--- config.mk ---
export PLATFORM = sky130hd
export DESIGN_NAME = sram_port_arbiter
export DESIGN_NICKNAME = d
export VERILOG_FILES = /design/src/rtl/sram_port_arbiter.sv
export SDC_FILE = /design/constraint.sdc
export NUM_CORES = 1
export LEC_CHECK = 0
export BUFFER_PORTS_ARGS = -buffer_cell sky130_fd_sc_hd__buf_4
export CORE_AREA = 4 4 166 168
export DETAILED_ROUTE_END_ITERATION = 8
export DIE_AREA = 0 0 170 172
export GPL_TIMING_DRIVEN = 0
export PLACE_DENSITY = 0.37
export SLEW_MARGIN = 20
export SYNTH_ARGS = -nofsm -noshare
export SYNTH_HDL_FRONTEND = slang
export SYNTH_SLANG_ARGS = --single-unit
--- constraint.sdc ---
create_clock -name aclk -period 2.3 [get_ports aclk]
set_clock_uncertainty 0.05 [all_clocks]
set_input_delay 0.23 -clock aclk [delete_from_list [all_inputs] [get_ports aclk]]
set_output_delay 0.23 -clock aclk [all_outputs]
set_load 0.005 [all_outputs]
--- src/rtl/sram_port_arbiter.sv ---
// sram_port_arbiter
//   Shares one single-port SRAM macro (en/wen/bm/addr/dat, 1-cycle read
//   latency) between NUM_REQ requesters. Arbitration is round-robin. A
//   requester may lock the port for a burst. The lock is force-released after
//   LOCK_MAX consecutive beats, so other requesters cannot be starved.
//   Grants are combinational: a request is consumed in the same cycle in
//   which it is granted. Read data returns one cycle after the grant on the
//   shared rdata_o bus, and rvalid_o marks the requester that owns it.
//
//   Optional feature, enabled by defining SRAM_ARB_RANGE_CHK_EN:
//     - An err_o port is added.
//     - A request whose address has non-zero bits above the SRAM range is
//       still arbitrated normally, but its SRAM access is suppressed.
//     - err_o for that requester pulses one cycle after the grant.
//     - An out-of-range read returns zero data.
//   With the macro undefined, high address bits are silently truncated.

module sram_port_arbiter #(
  parameter int NUM_REQ    = 2,
  parameter int ADDR_WIDTH = 32,
  parameter int DATA_WIDTH = 64,
  parameter int SRAM_DEPTH = 512,
  parameter int LOCK_MAX   = 16
) (
  input  logic                            aclk,
  input  logic                            aresetn,
  input  logic [NUM_REQ-1:0]              req_i,
  input  logic [NUM_REQ-1:0]              we_i,
  input  logic [NUM_REQ-1:0]              lock_i,
  input  logic [NUM_REQ*ADDR_WIDTH-1:0]   addr_i,
  input  logic [NUM_REQ*DATA_WIDTH-1:0]   wdata_i,
  input  logic [NUM_REQ*DATA_WIDTH/8-1:0] bm_i,
  output logic [NUM_REQ-1:0]              gnt_o,
  output logic [NUM_REQ-1:0]              rvalid_o,
  output logic [DATA_WIDTH-1:0]           rdata_o,
`ifdef SRAM_ARB_RANGE_CHK_EN
  output logic [NUM_REQ-1:0]              err_o,
`endif
  output logic                            en_o,
  output logic                            wen_o,
  output logic [DATA_WIDTH/8-1:0]         bm_o,
  output logic [$clog2(SRAM_DEPTH)-1:0]   addr_o,
  output logic [DATA_WIDTH-1:0]           dat_o,
  input  logic [DATA_WIDTH-1:0]           dat_i
);

  localparam int NR_BYTES     = DATA_WIDTH / 8;
  localparam int LOG_NR_BYTES = $clog2(NR_BYTES);
  localparam int SRAM_AW      = $clog2(SRAM_DEPTH);
  localparam int IDX_W        = $clog2(NUM_REQ);

  localparam logic [IDX_W-1:0] LAST_IDX  = IDX_W'(NUM_REQ - 1);
  // Value of lock_cnt on the final beat a lock is allowed to hold.
  localparam logic [7:0]       LOCK_LAST = 8'(LOCK_MAX - 1);

  typedef enum logic {
    ST_FREE   = 1'b0,
    ST_LOCKED = 1'b1
  } state_e;

  state_e             state_q,    state_d;
  logic [IDX_W-1:0]   rr_ptr_q,   rr_ptr_d;
  logic [IDX_W-1:0]   owner_q,    owner_d;
  logic [7:0]         lock_cnt_q, lock_cnt_d;
  logic [NUM_REQ-1:0] rvalid_q,   rvalid_d;

  logic [NUM_REQ-1:0] gnt;
  logic [IDX_W-1:0]   gnt_idx;
  logic [IDX_W-1:0]   cand;
  logic               found;

  // The low byte-offset bits never reach the SRAM. The high bits reach it
  // only through the optional range check. Folding the whole bus into one
  // named sink keeps the discarded bits explicit.
  logic unused_addr;
  assign unused_addr = ^addr_i;

`ifdef SRAM_ARB_RANGE_CHK_EN
  localparam int HI_LSB = LOG_NR_BYTES + SRAM_AW;

  logic [NUM_REQ-1:0] addr_hi;
  logic [NUM_REQ-1:0] err_q,    err_d;
  logic               err_rd_q, err_rd_d;

  // Flag requesters whose address has any bit set above the SRAM range.
  always_comb begin
    addr_hi = '0;
    for (int k = 0; k < NUM_REQ; k++) begin
      addr_hi[k] = |(addr_i[k*ADDR_WIDTH +: ADDR_WIDTH] >> HI_LSB);
    end
  end
`endif

  // Arbitration and next-state logic. The grant is combinational.
  always_comb begin
    // NOTE: every variable gets a default before the case statement. A path
    // that leaves one unassigned would infer a latch.
    gnt        = '0;
    gnt_idx    = '0;
    cand       = '0;
    found      = 1'b0;
    state_d    = state_q;
    rr_ptr_d   = rr_ptr_q;
    owner_d    = owner_q;
    lock_cnt_d = lock_cnt_q;

    case (state_q)
      ST_FREE: begin
        // Pick the first requester at or above rr_ptr, wrapping modulo NUM_REQ.
        for (int i = 0; i < NUM_REQ; i++) begin
          cand = IDX_W'((int'(rr_ptr_q) + i) % NUM_REQ);
          if (!found && req_i[cand]) begin
            found   = 1'b1;
            gnt_idx = cand;
          end
        end
        if (found) begin
          gnt[gnt_idx] = 1'b1;
          rr_ptr_d     = (gnt_idx == LAST_IDX) ? '0 : gnt_idx + IDX_W'(1);
          if (lock_i[gnt_idx]) begin
            owner_d    = gnt_idx;
            lock_cnt_d = 8'd1;
            state_d    = ST_LOCKED;
          end
        end
      end

      ST_LOCKED: begin
        // Only the owner can be served. rr_ptr already points past the owner,
        // so after a release another pending requester is served first.
        if (req_i[owner_q]) begin
          gnt[owner_q] = 1'b1;
          if (!lock_i[owner_q] || (lock_cnt_q == LOCK_LAST)) begin
            state_d    = ST_FREE;
            lock_cnt_d = 8'd0;
          end else begin
            lock_cnt_d = lock_cnt_q + 8'd1;
          end
        end else if (!lock_i[owner_q]) begin
          state_d    = ST_FREE;
          lock_cnt_d = 8'd0;
        end
      end

      default: begin
        state_d = ST_FREE;
      end
    endcase
  end

  // Drive the SRAM from the granted port. All fields are zero when idle.
  always_comb begin
    en_o   = 1'b0;
    wen_o  = 1'b0;
    bm_o   = '0;
    addr_o = '0;
    dat_o  = '0;
    for (int k = 0; k < NUM_REQ; k++) begin
      if (gnt[k]) begin
        en_o   = 1'b1;
        wen_o  = we_i[k];
        bm_o   = bm_i[k*NR_BYTES +: NR_BYTES];
        addr_o = addr_i[k*ADDR_WIDTH + LOG_NR_BYTES +: SRAM_AW];
        dat_o  = wdata_i[k*DATA_WIDTH +: DATA_WIDTH];
`ifdef SRAM_ARB_RANGE_CHK_EN
        // An out-of-range beat is still granted, but it must not touch
        // the array.
        if (addr_hi[k]) begin
          en_o  = 1'b0;
          wen_o = 1'b0;
        end
`endif
      end
    end
  end

  // Read-response bookkeeping for the following cycle.
  always_comb begin
    rvalid_d = gnt & ~we_i;
`ifdef SRAM_ARB_RANGE_CHK_EN
    err_d    = gnt & addr_hi;
    err_rd_d = |(gnt & ~we_i & addr_hi);
`endif
  end

  // All state registers. A reset drops any pending read response.
  always_ff @(posedge aclk or negedge aresetn) begin
    if (!aresetn) begin
      state_q    <= ST_FREE;
      rr_ptr_q   <= '0;
      owner_q    <= '0;
      lock_cnt_q <= 8'd0;
      rvalid_q   <= '0;
`ifdef SRAM_ARB_RANGE_CHK_EN
      err_q      <= '0;
      err_rd_q   <= 1'b0;
`endif
    end else begin
      // NOTE: sequential state uses non-blocking assignments. All flops then
      // update together from the values they held before the clock edge.
      state_q    <= state_d;
      rr_ptr_q   <= rr_ptr_d;
      owner_q    <= owner_d;
      lock_cnt_q <= lock_cnt_d;
      rvalid_q   <= rvalid_d;
`ifdef SRAM_ARB_RANGE_CHK_EN
      err_q      <= err_d;
      err_rd_q   <= err_rd_d;
`endif
    end
  end

  assign gnt_o    = gnt;
  assign rvalid_o = rvalid_q;

`ifdef SRAM_ARB_RANGE_CHK_EN
  assign err_o   = err_q;
  // A suppressed read returns zero instead of whatever the SRAM last held.
  assign rdata_o = err_rd_q ? '0 : dat_i;
`else
  assign rdata_o = dat_i;
`endif

endmodule

# --- Word-level counts from Yosys, hierarchy flattened ---
# Cells that the tools add are included.
totals:
  out_inout_bits: 151
  elab_cells: 77
  regBits: 13
  input_bits: 280
classes:
  n_eq_ne: 4
  n_addsub: 3
  muxes: 47
  n_reduce_logical: 9
  bitwise: 3
  n_lt_le_gt_ge: 6
ops:
  columns: ["operator", "n"]
  rows:
  - ["$mux W64", 2]
  - ["$mux W8", 7]
  - ["$mux W1", 29]
  - ["$mux W9", 2]
  - ["$pmux W8 S2", 1]
  - ["$add A8 B1 Y8 const B", 1]
  - ["$eq A8 B4 Y1 const B", 1]
  - ["$lt A1 B2 Y1 const B", 4]
  - ["$reduce_and A3 Y1", 2]
  - ["$mux W2", 2]
  - ["$ne A2 B2 Y1 const B", 2]
  - ["$pmux W2 S2", 1]
  - ["$logic_and A1 B1 Y1", 3]
  - ["$ne A3 B3 Y1 const B", 1]
  - ["$add A1 B1 Y1 const B", 2]
  - ["$and A2 B2 Y2", 1]
  - ["$demux W1 S1", 2]
  - ["$ge A1 B1 Y1 const B", 2]
  - ["$logic_not A1 Y1", 2]
  - ["$not A2 Y2", 1]
  - ["$pmux W1 S2", 1]
  - ["$reduce_and A2 Y1", 1]
  - ["$logic_or A1 B1 Y1", 1]
  - ["$not A1 Y1", 1]

# --- Depth between registers and ports, before layout ---
# Gate-level depths: netlist (run 1).
depth:
  depth_word: 16
  ltp_mapped: 7
  mapped_depth_nobuf: 5

# --- Least setup slack after synthesis (run 1) ---
# No wires, ideal clock.
synth_path:
  path_type: "register to output"
  from: "register state_q"
  to: "output port addr_o[0]"
  path_stages_with_launch: 7
  path_buffers: 3
  path_slack_ns: 0.627
  t_arrival_ns: 1.393
  cell_sequence: "dfrtp_1 buf_2 nand2_1 o211a_1 buf_2 clkbuf_1 a22o_1"
synth_via:
  elab_chain_len: 4
synth_rtl:
  columns: ["item", "line_no", "text"]
  rows:
  - ["start, declared", "61", "state_e state_q, state_d;"]
  - ["start signal, assigned", "201", "state_q <= state_d;"]
  - ["$not A1 Y1 (no source line)", null, null]
  - ["$pmux W2 S2 (*)", "107", "case (state_q)"]
  - ["$mux W9", "159", "if (gnt[k]) begin"]
  - ["$mux W9 (*)", "159", null]
  - ["end, declared", "42", "output logic [$clog2(SRAM_DEPTH)-1:0] addr_o,"]
# Mark *: on every way between the ends. The rest lies on a longest branch, timed or not.

# --- Final worst setup path (run 1) ---
layout_path:
  from: "register state_q"
  to: "output port dat_o[54]"
layout_via:
  elab_chain_len: 4
layout_rtl:
  columns: ["item", "line_no", "text"]
  rows:
  - ["$not A1 Y1 (no source line)", null, null]
  - ["$pmux W2 S2 (*)", "107", null]
  - ["$mux W64", "159", null]
  - ["$mux W64 (*)", "159", null]
  - ["end, declared", "43", "output logic [DATA_WIDTH-1:0] dat_o,"]
# Marked as above.

==> results of run 1 <==
## worst max-delay path: cells and delay by family, from the launching register on
kind | cells | cell delay (ps)
buf+inv | 4 | 770
flops | 1 | 350
compound gates | 2 | 420
simple gates | 1 | 110
## power groups by stage
stage	clock (W)	combinational, W	sequential (W)
after global placement	0	0.00249	0.000336
after floorplan	0	0.00107	0.000324
final	0.000339	0.00249	0.000330
after global routing	0.000364	0.00271	0.000340
after CTS	0.000349	0.00254	0.000329
after detailed placement	0	0.00245	0.000332
## timing repair
item	4_1_cts	5_1_grt
resized for setup	15	8
hold endpoints to repair	13	0
setup endpoints to repair	85	33
hold buffers	1	0
cloned	0	0
buffers inserted	1	0
## per-layer routing
metal	share of wire [%]	routed length [µm]
met5	0	0
met4	0.80	111
met3	10	1419
met2	52	7211
met1	37	5083
## placed cells by master, fill, tap and decap left out, types with 3 or more instances in the layout
cell type	Yosys	layout
dfrtp_1	13	13
a31oi_1	5	5
buf_2	8	9
a22o_1	83	83
buf_4	64	387
clkbuf_1	8	3
nor2b_1	3	3
nand3_1	4	4
nor2_1	4	4
nand2_1	9	9
clkbuf_16	0	3
o21ai_0	4	4
inv_1	3	3
## logic make-up (layout without fill, tap and decap cells)
group,count (synthesis),after routing,synth area share [%]
compound gates,107,107,44.81
fa+ha+maj,1,1,0.6257
buf+inv,86,411,28.66
flops,13,13,16.27
mux,2,2,1.064
simple gates,32,32,8.573
## metrics by stage
step	utilization (%)	TNS [ps]
global placement	18.61	-15710
global route	19.18	-1.491
detailed placement	18.61	-13990
floorplan	-	0
CTS	19.18	0
finish	19.18	0
## how the worst max path moves through the flow
stage	start	to	slack (ps)
2_1_floorplan	state_q$_DFF_PN0_	addr_o[0]	630
3_3_place_gp	state_q$_DFF_PN0_	bm_o[6]	-360
3_5_place_dp	state_q$_DFF_PN0_	bm_o[1]	-330
4_1_cts	state_q$_DFF_PN0_	dat_o[6]	10
5_1_grt	state_q$_DFF_PN0_	dat_o[58]	-1
6_report	state_q$_DFF_PN0_	dat_o[54]	110
## registers in the layout, indices dropped and copies added, names as in the netlist
name	flops
lock_cnt_q	8
owner_q	1
rr_ptr_q	1
rvalid_o	2
state_q	1
## final cells by class
type,instances,area (µm²)
clock buffer,4,78.83
inverter,3,11.26
buffer,82,584.3
timing repair buffer,322,2432
tap,335,419.2
sequential,13,325.3
fill,2925,20940
multi-input combinational,142,1120
==> impl_metrics.ini, run 1 <==
[floorplanning]
start_util_pct = 7.716
die_y_um = 172
chipWidth_um = 170
die-area_um2 = 29240
ios = 431
row_count = 59
coreArea_um2 = 25910

[power]
p_int_w = 0.001934
finalPower_w = 0.003155
p_leak_nw = 2.637
cellPowerDensity_nw_per_um2 = 634.6
p_clk_share_pct = 10.8
swShare_pct = 38.69
p_comb_share_pct = 78.8
ir_drop_mv = 0.2547
net-switching-power_w = 0.001221
p_seq_share_pct = 10.4

[cts]
cts_max_level = 1
cts_made_buffers = 3
clock_latency_ps = 250
cts_sinks = 13
tritoncts = yes
clk_path_buf_depth = 2
clkTransAtPathRegs_ps = 50
root_buffer = clkbuf_16

[placement]
place_ws_ps = -330.4
place_inst = 896
dpl_cell_area_um2 = 4821
hpwl_um = 12050
port_buffers = 320
gp_congestion = 0.7117

[detailed_routing]
final_antenna_net_count = 0
totalWireLength_um = 13830
drtPass1Iterations = 4
viasPerCell = 3.446
drt_iter0_drc = 145
drc = 0
wire_per_inst_um = 15.35
vias = 3105

[worst_setup_path]
critPathMaxStageDelay_ps = 350
r2r_cells = 4
r2r_slack_ps = 380
r2r-start = lock_cnt_q[5]$_DFFE_PN0P_
reg2reg_to = lock_cnt_q[5]$_DFFE_PN0P_
cpMaxStageDelayCell = dfrtp_1
crit_path_end_kind = primary output
path_cells = buf_2 > nand2_1 > o211a_4 > buf_4 > buf_2 > a22o_1 > buf_4
startpoint_type = flip-flop
worst_ep_arrival_time_ps = 1910
required_ps = 2020
worstSetupPathType = flip-flop to primary output
path_max_fanout = 10

[final_layout]
instances_no_fill = 901
num-nets-final = 848
drive_gt1_share_pct = 72.44
syn2layout_area_growth_pct = 148.6
antennaDiodeCount = 0
stdcell_area_um2 = 4971

[global_route]
top_usage_layer = met2
antenna_found_initial = 0
grt_max_degree = 14
use_met1_pct = 9.554
grt_util_all_layers_pct = 7.918
grt_pass1_wl_um = 18080
use_met3_pct = 1.852
overflow = 0
grt_pass1_vias = 3177
grt_use_met2_pct = 14.52

[synthesis]
synth_largest_area_cell = a22o_1
synth_edf_count = 0
syn_area_um2 = 1999
synth_most_common_cell = a22o_1
syn-num-nets = 522
yosys_warnings = 0
synth-seq-area-share_pct = 16.27
synth.distinct_cells = 35
synthFlopType = dfrtp_1
synth_top_cell_area_share_pct = 36.36
synth-seq-cells = 13
avgSynthCellArea_um2 = 8.296
synthTopCellsByArea = a22o_1, buf_4, dfrtp_1
synthCells = 241
synth_commonest_cells = a22o_1, buf_4, dfrtp_1, nand2_1
ys_async_sr_fraction_pct = 100.0

[timing]
max_clock_freq_mhz = 456.1
finalCriticalPeriod_ps = 2192
setup_slack_ps = 107.7
setup_violations = 0
hold_slack_ps = 104.2
slew_violations = 0
period_share_pct = 95.32
finalHoldViolations = 0
rsz0062_at_grt = true
max_slew_margin_pct = 50.17
tightest_slew_ps = 747.4

[worst_hold_path]
hold_path_depth = 2
hp-class = primary input to flip-flop
hold_start = we_i[1]
min_to = rvalid_o[1]$_DFF_PN0_

[status]
status = finished clean

[job]
drv_cap = 0
(Power assumes the default switching activity.)
==> run 2, diff against run 1 <==
--- a/config.mk
+++ b/config.mk
@@ -6,11 +6,11 @@
 export NUM_CORES = 1
 export LEC_CHECK = 0
 export BUFFER_PORTS_ARGS = -buffer_cell sky130_fd_sc_hd__buf_4
-export CORE_AREA = 4 4 166 168
+export CORE_AREA = 2 2 168 170
 export DETAILED_ROUTE_END_ITERATION = 8
 export DIE_AREA = 0 0 170 172
-export GPL_TIMING_DRIVEN = 0
-export PLACE_DENSITY = 0.37
+export MAX_ROUTING_LAYER = met4
+export PLACE_DENSITY = 0.36
 export SLEW_MARGIN = 20
 export SYNTH_ARGS = -nofsm -noshare
 export SYNTH_HDL_FRONTEND = slang
==> run 2 against run 1 <==
- non-clock buffer count decreased by 134
- clock power about the same
- largest power group unchanged
- wire length decreased by 15%
- core utilization decreased by 4.4 points
- highest routed layer unchanged
- sequential share of layout area increased by 1.5 points
- design area decreased by 18%
- register-to-register slack improved by 50 ps
- combinational power decreased by 8%
- total power decreased by 4.7%
==> impl_metrics.ini, run 2 (same netlist as run 1, synthesis figures left out) <==
[timing]
rsz0062_at_grt = false
max_clock_freq_mhz = 449.8
tightest_slew_ps = 693.2
max_slew_margin_pct = 53.30
slew_violations = 0
finalHoldViolations = 0
setup_slack_ps = 76.71
finalSetupTns_ps = 0
period_share_pct = 96.66
finalCriticalPeriod_ps = 2223
setup_violations = 0
hold_slack_ps = 116.9

[worst_setup_path]
required_ps = 2020
path_cells = nand2_1 > o211a_4 > buf_12 > buf_4 > a22o_1 > buf_4
path_max_fanout = 11
critPathMaxStageDelay_ps = 480
worst-path-buf-inv = 3
cpMaxStageDelayCell = dfrtp_2
crit_path_end_kind = primary output
startpoint_type = flip-flop
cpMostUsedCell = buf_4
worst_ep_arrival_time_ps = 1940
critPathTopFamily = compound AO/OA/AOI/OAI gates
worstSetupPathType = flip-flop to primary output

[cts]
clkTransAtPathRegs_ps = 50
cts_max_level = 1
tritoncts = yes
cts_made_buffers = 3
root_buffer = clkbuf_16
clock_latency_ps = 250
cts_sinks = 13
clk_path_buf_depth = 2

[final_layout]
stdcell_area_um2 = 4059
antennaDiodeCount = 0
final_cell_mix = buf_4, a22o_1, dfrtp_1, nand2_1, a31oi_1
drive_gt1_share_pct = 64.67
nFillCells = 3153
syn2layout_area_growth_pct = 103.0
top_register = lock_cnt_q
instances_no_fill = 779
final_common_cell = buf_4
num-nets-final = 715
largest_register_ffs = 8

[floorplanning]
die_y_um = 172
row_count = 61
chipWidth_um = 170
die-area_um2 = 29240
start_util_pct = 7.277
ios = 431
coreArea_um2 = 27480

[detailed_routing]
drc = 0
wire_per_inst_um = 15.02
vias = 2691
totalWireLength_um = 11700
drtPass1Iterations = 4
drt_iter0_drc = 53
viasPerCell = 3.454
final_antenna_net_count = 0

[placement]
dpl_cell_area_um2 = 3924
place_inst = 770
place_ws_ps = 299.9
gp_congestion = 0.6690
hpwl_um = 9232
port_buffers = 256

[power]
p_int_w = 0.001839
swShare_pct = 38.85
p_seq_share_pct = 12.1
ir_drop_mv = 0.1855
p_leak_nw = 2.019
net-switching-power_w = 0.001168
p_comb_share_pct = 76.6
cellPowerDensity_nw_per_um2 = 740.8
p_clk_share_pct = 11.3

[global_route]
grt_pass1_wl_um = 14550
top_usage_layer = met2
grt_use_met2_pct = 11.06
use_met3_pct = 1.099
antenna_found_initial = 0
overflow = 0
use_met1_pct = 7.708
grt_pass1_vias = 2550
grt_max_degree = 50
grt_util_all_layers_pct = 6.706

[job]
drv_cap = 0

[worst_hold_path]
hp-class = primary input to flip-flop

[status]
status = finished clean
[run 2: timing repair]
action | in CTS | in global routing
resized for setup | 0 | 1
endpoints found under the hold margin | 13 | 0
setup buffers | 0 | 3
setup endpoints to repair | 0 | 5
hold buffers | 1 | 0
[run 2: routing by layer]
layer,vias to the layer above,part of all wire [%]
met5,-,0
met4,0,4.9
met3,52,7.8
met2,191,49
met1,1196,38
li1,1252,-
[run 2: cell type report]
type / instances / area [µm²] / area share (%)
Tap cell: 346 / 432.9 / 10.67
Multi-Input combinational cell: 143 / 1130 / 27.84
Inverter: 3 / 11.26 / 0.2774
Clock buffer: 4 / 78.83 / 1.942
Timing Repair Buffer: 270 / 2079 / 51.23
Sequential cell: 13 / 326.6 / 8.046
[run 2: worst paths after layout]
check | startpoint | end | slack [ps] | depth (start not counted)
max | state_q$_DFF_PN0_ | bm_o[4] | 80 | 6
min | we_i[1] | rvalid_o[1]$_DFF_PN0_ | 120 | 2
max reg2reg | owner_q$_DFFE_PN0P_ | lock_cnt_q[0]$_DFFE_PN0P_ | 430 | 4
min reg2reg | rr_ptr_q$_DFFE_PN0P_ | rr_ptr_q$_DFFE_PN0P_ | 470 | 1
max in group asynchronous | aresetn | state_q$_DFF_PN0_ | 1690 | 2
min in group asynchronous | aresetn | rr_ptr_q$_DFFE_PN0P_ | 320 | 2
[run 2: power groups by stage]
stage / combinational, W / sequential, W / clock [W]
2_1_floorplan: 0.00107 / 0.000324 / 0
3_3_place_gp: 0.00229 / 0.000358 / 0
3_5_place_dp: 0.00224 / 0.000356 / 0
4_1_cts: 0.00225 / 0.000353 / 0.000347
5_1_grt: 0.00252 / 0.000377 / 0.000351
6_report: 0.00230 / 0.000363 / 0.000339
[run 2: metrics by stage]
step / utilization (%) / power [W]
finish: 14.77 / 0.003007
global route: 14.77 / 0.003250
CTS: 14.60 / 0.002953
detailed placement: 14.28 / 0.002599
global placement: 14.28 / 0.002646
floorplan: - / 0.001394
==> run 3, diff against run 2 <==
--- a/config.mk
+++ b/config.mk
@@ -9,9 +9,8 @@
 export CORE_AREA = 2 2 168 170
 export DETAILED_ROUTE_END_ITERATION = 8
 export DIE_AREA = 0 0 170 172
-export MAX_ROUTING_LAYER = met4
+export GPL_TIMING_DRIVEN = 0
 export PLACE_DENSITY = 0.36
-export SLEW_MARGIN = 20
 export SYNTH_ARGS = -nofsm -noshare
 export SYNTH_HDL_FRONTEND = slang
 export SYNTH_SLANG_ARGS = --single-unit
==> run 3 against run 2 <==
- flip-flop and latch count stayed put
- clock-buffer cell count stayed put
- design area grew 23%
- highest routed layer unchanged
- combinational power up 8.7%
- die area stayed put
==> impl_metrics.ini, run 3 (same netlist as run 1, synthesis figures left out) <==
[status]
status = finished clean

[final_layout]
multi_input_area_um2 = 1120
final_cell_mix = buf_4, a22o_1, dfrtp_1, nand2_1
final_common_cell = buf_4
top_register = lock_cnt_q
num-nets-final = 849
nFillCells = 3109
stdcell_area_um2 = 4999
largest_register_ffs = 8
syn2layout_area_growth_pct = 150.0
seqCellArea_um2 = 325.3
drive_gt1_share_pct = 72.66

[floorplanning]
ios = 431
coreArea_um2 = 27480
start_util_pct = 7.277
row_count = 61
die_y_um = 172
die-area_um2 = 29240
chipWidth_um = 170

[timing]
setup_violations = 0
max_clock_freq_mhz = 453.4
tightest_slew_ps = 715.8
period_share_pct = 95.89
finalHoldViolations = 0
slew_violations = 0
rsz0062_at_grt = true
finalCriticalPeriod_ps = 2205
max_slew_margin_pct = 52.28
hold_slack_ps = 110.1

[cts]
clock_latency_ps = 250
tritoncts = yes
cts_made_buffers = 3
clk_path_buf_depth = 2
clkTransAtPathRegs_ps = 50
cts_sinks = 13
cts_max_level = 1
root_buffer = clkbuf_16

[detailed_routing]
viasPerCell = 3.456
drt_iter0_drc = 42
drtPass1Iterations = 5
drc = 0
totalWireLength_um = 13290
wire_per_inst_um = 14.54
final_antenna_net_count = 0
vias = 3159

[placement]
port_buffers = 320
dpl_cell_area_um2 = 4835
gp_congestion = 0.7038
hpwl_um = 11560

[worst_setup_path]
worstSetupPathType = flip-flop to primary output
path_max_fanout = 10
required_ps = 2020
worst_ep_arrival_time_ps = 1930
startpoint_type = flip-flop
crit_path_end_kind = primary output

[global_route]
grt_util_all_layers_pct = 7.822
antenna_found_initial = 0
grt_pass1_vias = 3060
grt_pass1_wl_um = 17310
overflow = 0
grt_max_degree = 14

[power]
cellPowerDensity_nw_per_um2 = 634.1
finalPower_w = 0.003170
ir_drop_mv = 0.2745
p_leak_nw = 2.644

[worst_hold_path]
hp-class = primary input to flip-flop

[job]
drv_cap = 0
==> run 3: what timing repair did <==
action                     in CTS  in global routing
cloned                          0                  0
hold buffers                    1                  0
buffers inserted                0                  1
hold endpoints to repair       13                  0
setup endpoints to repair      84                 56
resized for setup              17                 13
==> run 3: layout make-up <==
type	instances	share of cell area, %
repair buffers	322	48.41
multi-input cells	142	22.40
plain buffers	83	12.17
well taps	346	8.661
flip-flops and latches	13	6.508
clock buffers	4	1.577
inverters	3	0.2253
diodes	1	0.05006
==> run 3: routing by layer <==
layer | share of wire [%] | wire (µm) | track usage [%]
met2 | 53 | 6980 | 14.89
met1 | 38 | 5103 | 9.346
met5 | 0 | 0 | 0
met3 | 8.5 | 1123 | 1.213
met4 | 0.60 | 80 | 1.338
==> run 3: path summary, 6_finish.rpt <==
path                                      start                         to  slack (ps)  cells past startpoint
setup / recovery              state_q$_DFF_PN0_                  dat_o[59]          90                      8
hold / removal                          we_i[0]      rvalid_o[0]$_DFF_PN0_         110                      2
setup reg to reg            owner_q$_DFFE_PN0P_  lock_cnt_q[0]$_DFFE_PN0P_         430                      4
hold reg to reg            rr_ptr_q$_DFFE_PN0P_       rr_ptr_q$_DFFE_PN0P_         470                      1
max in group asynchronous               aresetn      rvalid_o[0]$_DFF_PN0_        1700                      2
min in group asynchronous               aresetn       rr_ptr_q$_DFFE_PN0P_         320                      2
==> run 3: power breakdown <==
part,switching (W),internal (W)
logic,0.00108,0.00142
clock network,0.000104,0.000235
registers,0.0000457,0.000284
==> run 3: critical path, cell delays in order, from the launching register on <==
cell and delay (ps):
dfrtp_1 350, buf_2 170, nand2b_1 110, nand2_1 100, a21oi_4 200, buf_8 190, buf_4 200, a22o_1 220
buf_4 140
==> run 3: through the flow <==
| step | worst slack, ps | util (%) | setup TNS (ps) | cells |
|---|---|---|---|---|
| 2_1_floorplan | 627.3 | - | 0 | 241 |
| 3_3_place_gp | -171.0 | 17.60 | -4502 | 907 |
| 3_5_place_dp | -213.1 | 17.60 | -6619 | 907 |
| 4_1_cts | 16.21 | 18.06 | 0 | 912 |
| 5_1_grt | -15.24 | 18.18 | -29.07 | 913 |
| 6_report | 94.59 | 18.19 | 0 | 914 |
